$ cat config.mk
export PLATFORM = sky130hd
export DESIGN_NAME = button_gesture_encoder_flat
export DESIGN_NICKNAME = d
export VERILOG_FILES = /design/src/rtl/button_gesture_encoder_if.sv /design/src/rtl/button_gesture_encoder.sv /design/src/flat_wrapper.sv
export SDC_FILE = /design/constraint.sdc
export NUM_CORES = 1
export LEC_CHECK = 0
export ABC_CLOCK_PERIOD_IN_PS = 4210
export CORE_UTILIZATION = 51
export CTS_BUF_LIST = sky130_fd_sc_hd__clkbuf_16
export CTS_CLUSTER_SIZE = 14
export DETAILED_ROUTE_END_ITERATION = 6
export MAX_ROUTING_LAYER = met4
export PLACE_DENSITY = 0.68
export SLEW_MARGIN = 20
export SYNTH_ARGS = -nofsm -noshare
export SYNTH_HDL_FRONTEND = slang
export SYNTH_SLANG_ARGS = --single-unit
$ cat constraint.sdc
create_clock -name clk -period 4.21 [get_ports clk]
set_input_delay 0.6315 -clock clk [delete_from_list [all_inputs] [get_ports clk]]
set_output_delay 0.6315 -clock clk [all_outputs]
set_load 0.02 [all_outputs]
$ cat src/rtl/button_gesture_encoder_if.sv
// Button-side bundle of the gesture encoder: raw buttons in, gesture events out.
interface button_gesture_encoder_if;
  logic [3:0] btn_raw;
  logic [3:0] control;
  logic       control_valid;
  logic       gesture_active;
  logic       gesture_abort;

  modport master (
    output btn_raw,
    input  control,
    input  control_valid,
    input  gesture_active,
    input  gesture_abort
  );

  modport slave (
    input  btn_raw,
    output control,
    output control_valid,
    output gesture_active,
    output gesture_abort
  );
endinterface

$ cat src/rtl/button_gesture_encoder.sv
// Synchronizes and debounces four push-buttons and reports each press/release gesture once, on release.
// Optional gesture timeout is enabled by defining BTN_GESTURE_TIMEOUT_EN.
module button_gesture_encoder #(
  parameter int unsigned DB_CYCLES      = 250000,
  parameter int unsigned TIMEOUT_CYCLES = 50000000
) (
  input logic                      clk,
  input logic                      rst,
  button_gesture_encoder_if.slave  bus
);

  localparam int unsigned NB    = 4;
  localparam int unsigned CNT_W = $clog2(DB_CYCLES);

  typedef enum logic [1:0] {
    S_IDLE    = 2'd0,
    S_COLLECT = 2'd1
`ifdef BTN_GESTURE_TIMEOUT_EN
    ,
    S_ABORT   = 2'd2
`endif
  } state_t;

  logic [NB-1:0]    r_sync1;
  logic [NB-1:0]    r_sync2;
  logic [NB-1:0]    r_deb;
  logic [CNT_W-1:0] r_cnt [NB];

  state_t  r_state;
  state_t  w_state_nxt;
  logic [NB-1:0] r_acc;
  logic [NB-1:0] w_acc_nxt;
  logic [NB-1:0] r_control;
  logic [NB-1:0] w_control_nxt;
  logic    r_control_valid;
  logic    w_control_valid_nxt;
  logic    r_gesture_active;
  logic    w_gesture_active_nxt;

`ifdef BTN_GESTURE_TIMEOUT_EN
  localparam int unsigned TO_W = $clog2(TIMEOUT_CYCLES + 1);
  logic [TO_W-1:0] r_timer;
  logic [TO_W-1:0] w_timer_nxt;
  logic            r_gesture_abort;
  logic            w_gesture_abort_nxt;
`else
  localparam int unsigned unused_timeout_cycles = TIMEOUT_CYCLES;
`endif

  // Two-flop synchronizer and per-bit debounce counters
  always_ff @(posedge clk) begin
    if (rst) begin
      r_sync1 <= '0;
      r_sync2 <= '0;
      r_deb   <= '0;
      for (int i = 0; i < 4; i++) r_cnt[i] <= '0;
    end else begin
      r_sync1 <= bus.btn_raw;
      r_sync2 <= r_sync1;
      for (int i = 0; i < 4; i++) begin
        if (r_sync2[i] == r_deb[i]) begin
          r_cnt[i] <= '0;
        end else if (r_cnt[i] == CNT_W'(DB_CYCLES - 1)) begin
          r_deb[i] <= r_sync2[i];
          r_cnt[i] <= '0;
        end else begin
          r_cnt[i] <= r_cnt[i] + CNT_W'(1);
        end
      end
    end
  end

  // Gesture FSM state and registered outputs
  always_ff @(posedge clk) begin
    if (rst) begin
      r_state          <= S_IDLE;
      r_acc            <= '0;
      r_control        <= '0;
      r_control_valid  <= 1'b0;
      r_gesture_active <= 1'b0;
`ifdef BTN_GESTURE_TIMEOUT_EN
      r_timer          <= '0;
      r_gesture_abort  <= 1'b0;
`endif
    end else begin
      r_state          <= w_state_nxt;
      r_acc            <= w_acc_nxt;
      r_control        <= w_control_nxt;
      r_control_valid  <= w_control_valid_nxt;
      r_gesture_active <= w_gesture_active_nxt;
`ifdef BTN_GESTURE_TIMEOUT_EN
      r_timer          <= w_timer_nxt;
      r_gesture_abort  <= w_gesture_abort_nxt;
`endif
    end
  end

  // Next state: accumulate held buttons, emit once everything is released
  always_comb begin
    w_state_nxt          = r_state;
    w_acc_nxt            = r_acc;
    w_control_nxt        = '0;
    w_control_valid_nxt  = 1'b0;
    w_gesture_active_nxt = r_gesture_active;
`ifdef BTN_GESTURE_TIMEOUT_EN
    w_timer_nxt          = '0;
    w_gesture_abort_nxt  = 1'b0;
`endif
    case (r_state)
      S_IDLE: begin
        if (r_deb != '0) begin
          w_state_nxt          = S_COLLECT;
          w_acc_nxt            = r_deb;
          w_gesture_active_nxt = 1'b1;
        end
      end
      S_COLLECT: begin
        if (r_deb == '0) begin
          w_state_nxt          = S_IDLE;
          w_control_nxt        = r_acc;
          w_control_valid_nxt  = 1'b1;
          w_acc_nxt            = '0;
          w_gesture_active_nxt = 1'b0;
        end
`ifdef BTN_GESTURE_TIMEOUT_EN
        else if (r_timer == TO_W'(TIMEOUT_CYCLES - 1)) begin
          w_state_nxt          = S_ABORT;
          w_gesture_abort_nxt  = 1'b1;
          w_acc_nxt            = '0;
          w_gesture_active_nxt = 1'b0;
        end
`endif
        else begin
          w_acc_nxt = r_acc | r_deb;
`ifdef BTN_GESTURE_TIMEOUT_EN
          w_timer_nxt = r_timer + TO_W'(1);
`endif
        end
      end
`ifdef BTN_GESTURE_TIMEOUT_EN
      S_ABORT: begin
        if (r_deb == '0) w_state_nxt = S_IDLE;
      end
`endif
      default: begin
        w_state_nxt          = S_IDLE;
        w_acc_nxt            = '0;
        w_gesture_active_nxt = 1'b0;
      end
    endcase
  end

  assign bus.control        = r_control;
  assign bus.control_valid  = r_control_valid;
  assign bus.gesture_active = r_gesture_active;
`ifdef BTN_GESTURE_TIMEOUT_EN
  assign bus.gesture_abort  = r_gesture_abort;
`else
  assign bus.gesture_abort  = 1'b0;
`endif

endmodule

$ cat src/flat_wrapper.sv
// flat-port wrapper written by rule: the top's interface ports become plain ports
module button_gesture_encoder_flat 
#(
  parameter int unsigned DB_CYCLES      = 250000,
  parameter int unsigned TIMEOUT_CYCLES = 50000000
)
  (clk, rst, bus_btn_raw, bus_control, bus_control_valid, bus_gesture_active, bus_gesture_abort);
  button_gesture_encoder_if bus_i ();
  input logic clk;
  input logic rst;
  input wire logic [$bits(bus_i.btn_raw)-1:0] bus_btn_raw;
  output wire logic [$bits(bus_i.control)-1:0] bus_control;
  output wire logic [$bits(bus_i.control_valid)-1:0] bus_control_valid;
  output wire logic [$bits(bus_i.gesture_active)-1:0] bus_gesture_active;
  output wire logic [$bits(bus_i.gesture_abort)-1:0] bus_gesture_abort;
  assign bus_i.btn_raw = bus_btn_raw;
  assign bus_control = bus_i.control;
  assign bus_control_valid = bus_i.control_valid;
  assign bus_gesture_active = bus_i.gesture_active;
  assign bus_gesture_abort = bus_i.gesture_abort;
  button_gesture_encoder #(.DB_CYCLES(DB_CYCLES), .TIMEOUT_CYCLES(TIMEOUT_CYCLES)) u_core (.clk(clk), .rst(rst), .bus(bus_i));
endmodule
==> reports/metrics.csv <==
metric;value;unit
Tot GR Track Use;0.191;
EDFF count, synth;72;
commonest non-fill, non-tap cell in the layout;nor2_1;
Synth async-reset ratio;0;
commonest non-fill, non-tap cells in the layout;nor2_1, conb_1, edfxtp_1;
Antenna Cells;0;
Clock transition at path regs;0.07;ns
Area contributors post-synth;edfxtp_1, xnor2_1, dfxtp_1;
Worst EP required;4.27;ns
power consumption;2.02;mW
arrival time at the worst endpoint;2.57;ns
Synth warnings;0;
Critical Path, Cell by Cell;or4_1 -> or4_4 -> o21ai_2 -> nor2_1;
Max Fclk;398;MHz
CTS buffer count;9;
CTS tree;built;
Routed Antenna Nets;0;
Post-Syn Area;4730;um2
global-route wire length before repair;14.5;mm
clk_lat worst skew;0.34;ns
Crit path largest cell delay;0.57;ns
Placed Cells;636;
Yosys top cell by area;edfxtp_1;
setup TNS;0;ns
IR drop worst, VDD;0.197;mV
FP Rows;34;
crit path time final;2.51;ns
worst-path fanout max;16;
CTS H-tree depth;3;
largest net degree at the start of global routing;18;
status;complete, no violations;
port buffer count;11;
nets@finish;551;
nature of the critical path endpoint;flop;
PD cells;367;nW/um2
pre-CTS WS;1.55;ns
Final Max Slew Viols;0;
skew final;0.0113;ns
Slew HR;0.369;
Lkg Pwr;1.81;nW
vias in the first global route;3168;
Crit path max-delay family;simple AND/OR/NAND/NOR gates;
DR vias/cell;5.21;
Final setup viols;0;
CTS Buffer Depth;2;
Syn Area/Cell;10.5;um2
#FFs+latches synth;94;
IO Pins;13;
core box area;8850;um2
Die H;98.3;um
initial antenna violation count;0;
Sink Count;94;
synth unique cells;37;
# hold bufs at CTS;0;
Post-CTS Setup Bufs;0;
Post-route DRC;0;
drt total wl;8.08;mm
Min-Delay Path Class;flop to flop;
final period utilization;0.596;
Worst Max-Slew Pin Slew;0.936;ns
crit path kind;flop to flop;
CTS Root Cell;clkbuf_16;
MaxCap Viol Count;0;
post-CTS sizing;0;
final worst slack;1.70;ns
CP bufs+invs;0;
Pre-antenna DRT Iters;6;
grt total ovfl;0;
initial core utilization;0.535;
GP Congestion;0.850;
Vias;3396;
DP HPWL;5.66;mm
layout cells sized above 1;0.0533;
die span in x;98.3;um
RSZ-0062 raised after global routing;false;
crit path launch type;flop;
Area Overhead vs Synth;16.7;%
fin cells;652;
Synth Instances;452;
post-synth top area share;0.457;
sequential share of the synthesized area;0.550;
Fin. Hold Viols;0;
initial DRC count;82;
Worst path slowest cell;or4_4;
ys flop type;edfxtp_1;
post-DR wirelength/cell;12.4;um
die area;9660;um2
[report_power, final]
| group | internal (mW) | switching [mW] |
|---|---|---|
| registers | 1.04 | 0.0468 |
| logic | 0.0692 | 0.0807 |
| clock network | 0.439 | 0.352 |
| total | 1.55 | 0.479 |
[registers in the layout, summed over array words and instances, names as in the netlist]
name,count
u_core.r_cnt,72
u_core.bus.control,4
u_core.r_acc,4
u_core.r_deb,4
u_core.r_sync1,4
u_core.r_sync2,4
u_core.bus.control_valid,1
u_core.bus.gesture_active,1
[metrics by stage]
stage | area [um2] | utilization | hold WS, ns
3_5_place_dp | 5220 | 0.590 | 0.422
4_1_cts | 5510 | 0.623 | 0.436
6_report | 5520 | 0.624 | 0.435
3_3_place_gp | 5220 | 0.590 | 0.423
2_1_floorplan | 5000 | - | 0.414
5_1_grt | 5520 | 0.624 | 0.448
[cells by family after synthesis]
logic type	count (synthesis)	synth area share
simple gates	241	0.263
flops	94	0.550
xor+xnor	64	0.119
compound gates	24	0.0296
buf+inv	19	0.0167
fa+ha+maj	6	0.0159
other cells	2	0.00159
mux	2	0.00423
[cell usage after synthesis (all sizes together), types with 3 or more instances]
cell type / number
nor2: 81
edfxtp: 72
xnor2: 52
nand3: 28
nor4: 25
dfxtp: 22
nand4: 20
nand2: 18
nor3: 18
nor2b: 12
xor2: 12
a21oi: 11
inv: 11
o21ai: 10
ha: 6
or3: 6
and2: 5
nand2b: 5
nor4b: 5
buf: 4
clkbuf: 4
or2: 4
or4: 4
and3: 3
[layer usage]
layer  track usage  vias to the layer above  wire, um
li1              -                     1742         -
met2         0.290                       51      3760
met3        0.0286                        8       178
met5             -                        -         0
met4        0.0746                        0        91
met1         0.259                     1595      4040
[worst paths after layout]
check / from / to / slack, ns / cells after the start
worst min register to register: u_core.r_sync1[3] / u_core.r_sync2[3] / 0.44 / 1
worst max-delay path: u_core.r_cnt[1][11] / u_core.r_cnt[1][14] / 1.70 / 4
worst max register to register: u_core.r_cnt[1][11] / u_core.r_cnt[1][14] / 1.70 / 4
worst min-delay path: u_core.r_sync1[3] / u_core.r_sync2[3] / 0.44 / 1
[area by class of cell]
cell class / instances / area [um2]
Multi-Input combinational cell: 410 / 2320
Timing Repair Buffer: 13 / 125
Fill cell: 735 / 3330
Clock buffer: 10 / 250
Sequential cell: 94 / 2600
Clock inverter: 6 / 41.3
Inverter: 11 / 41.3
Tap cell: 108 / 135
[worst register-to-register path, stage by stage (launching register included)]
cell,delay [ns]
edfxtp_1,0.46
or4_1,0.55
or4_4,0.57
o21ai_2,0.54
nor2_1,0.11
No activity file was read; power rests on OpenSTA's default activity.
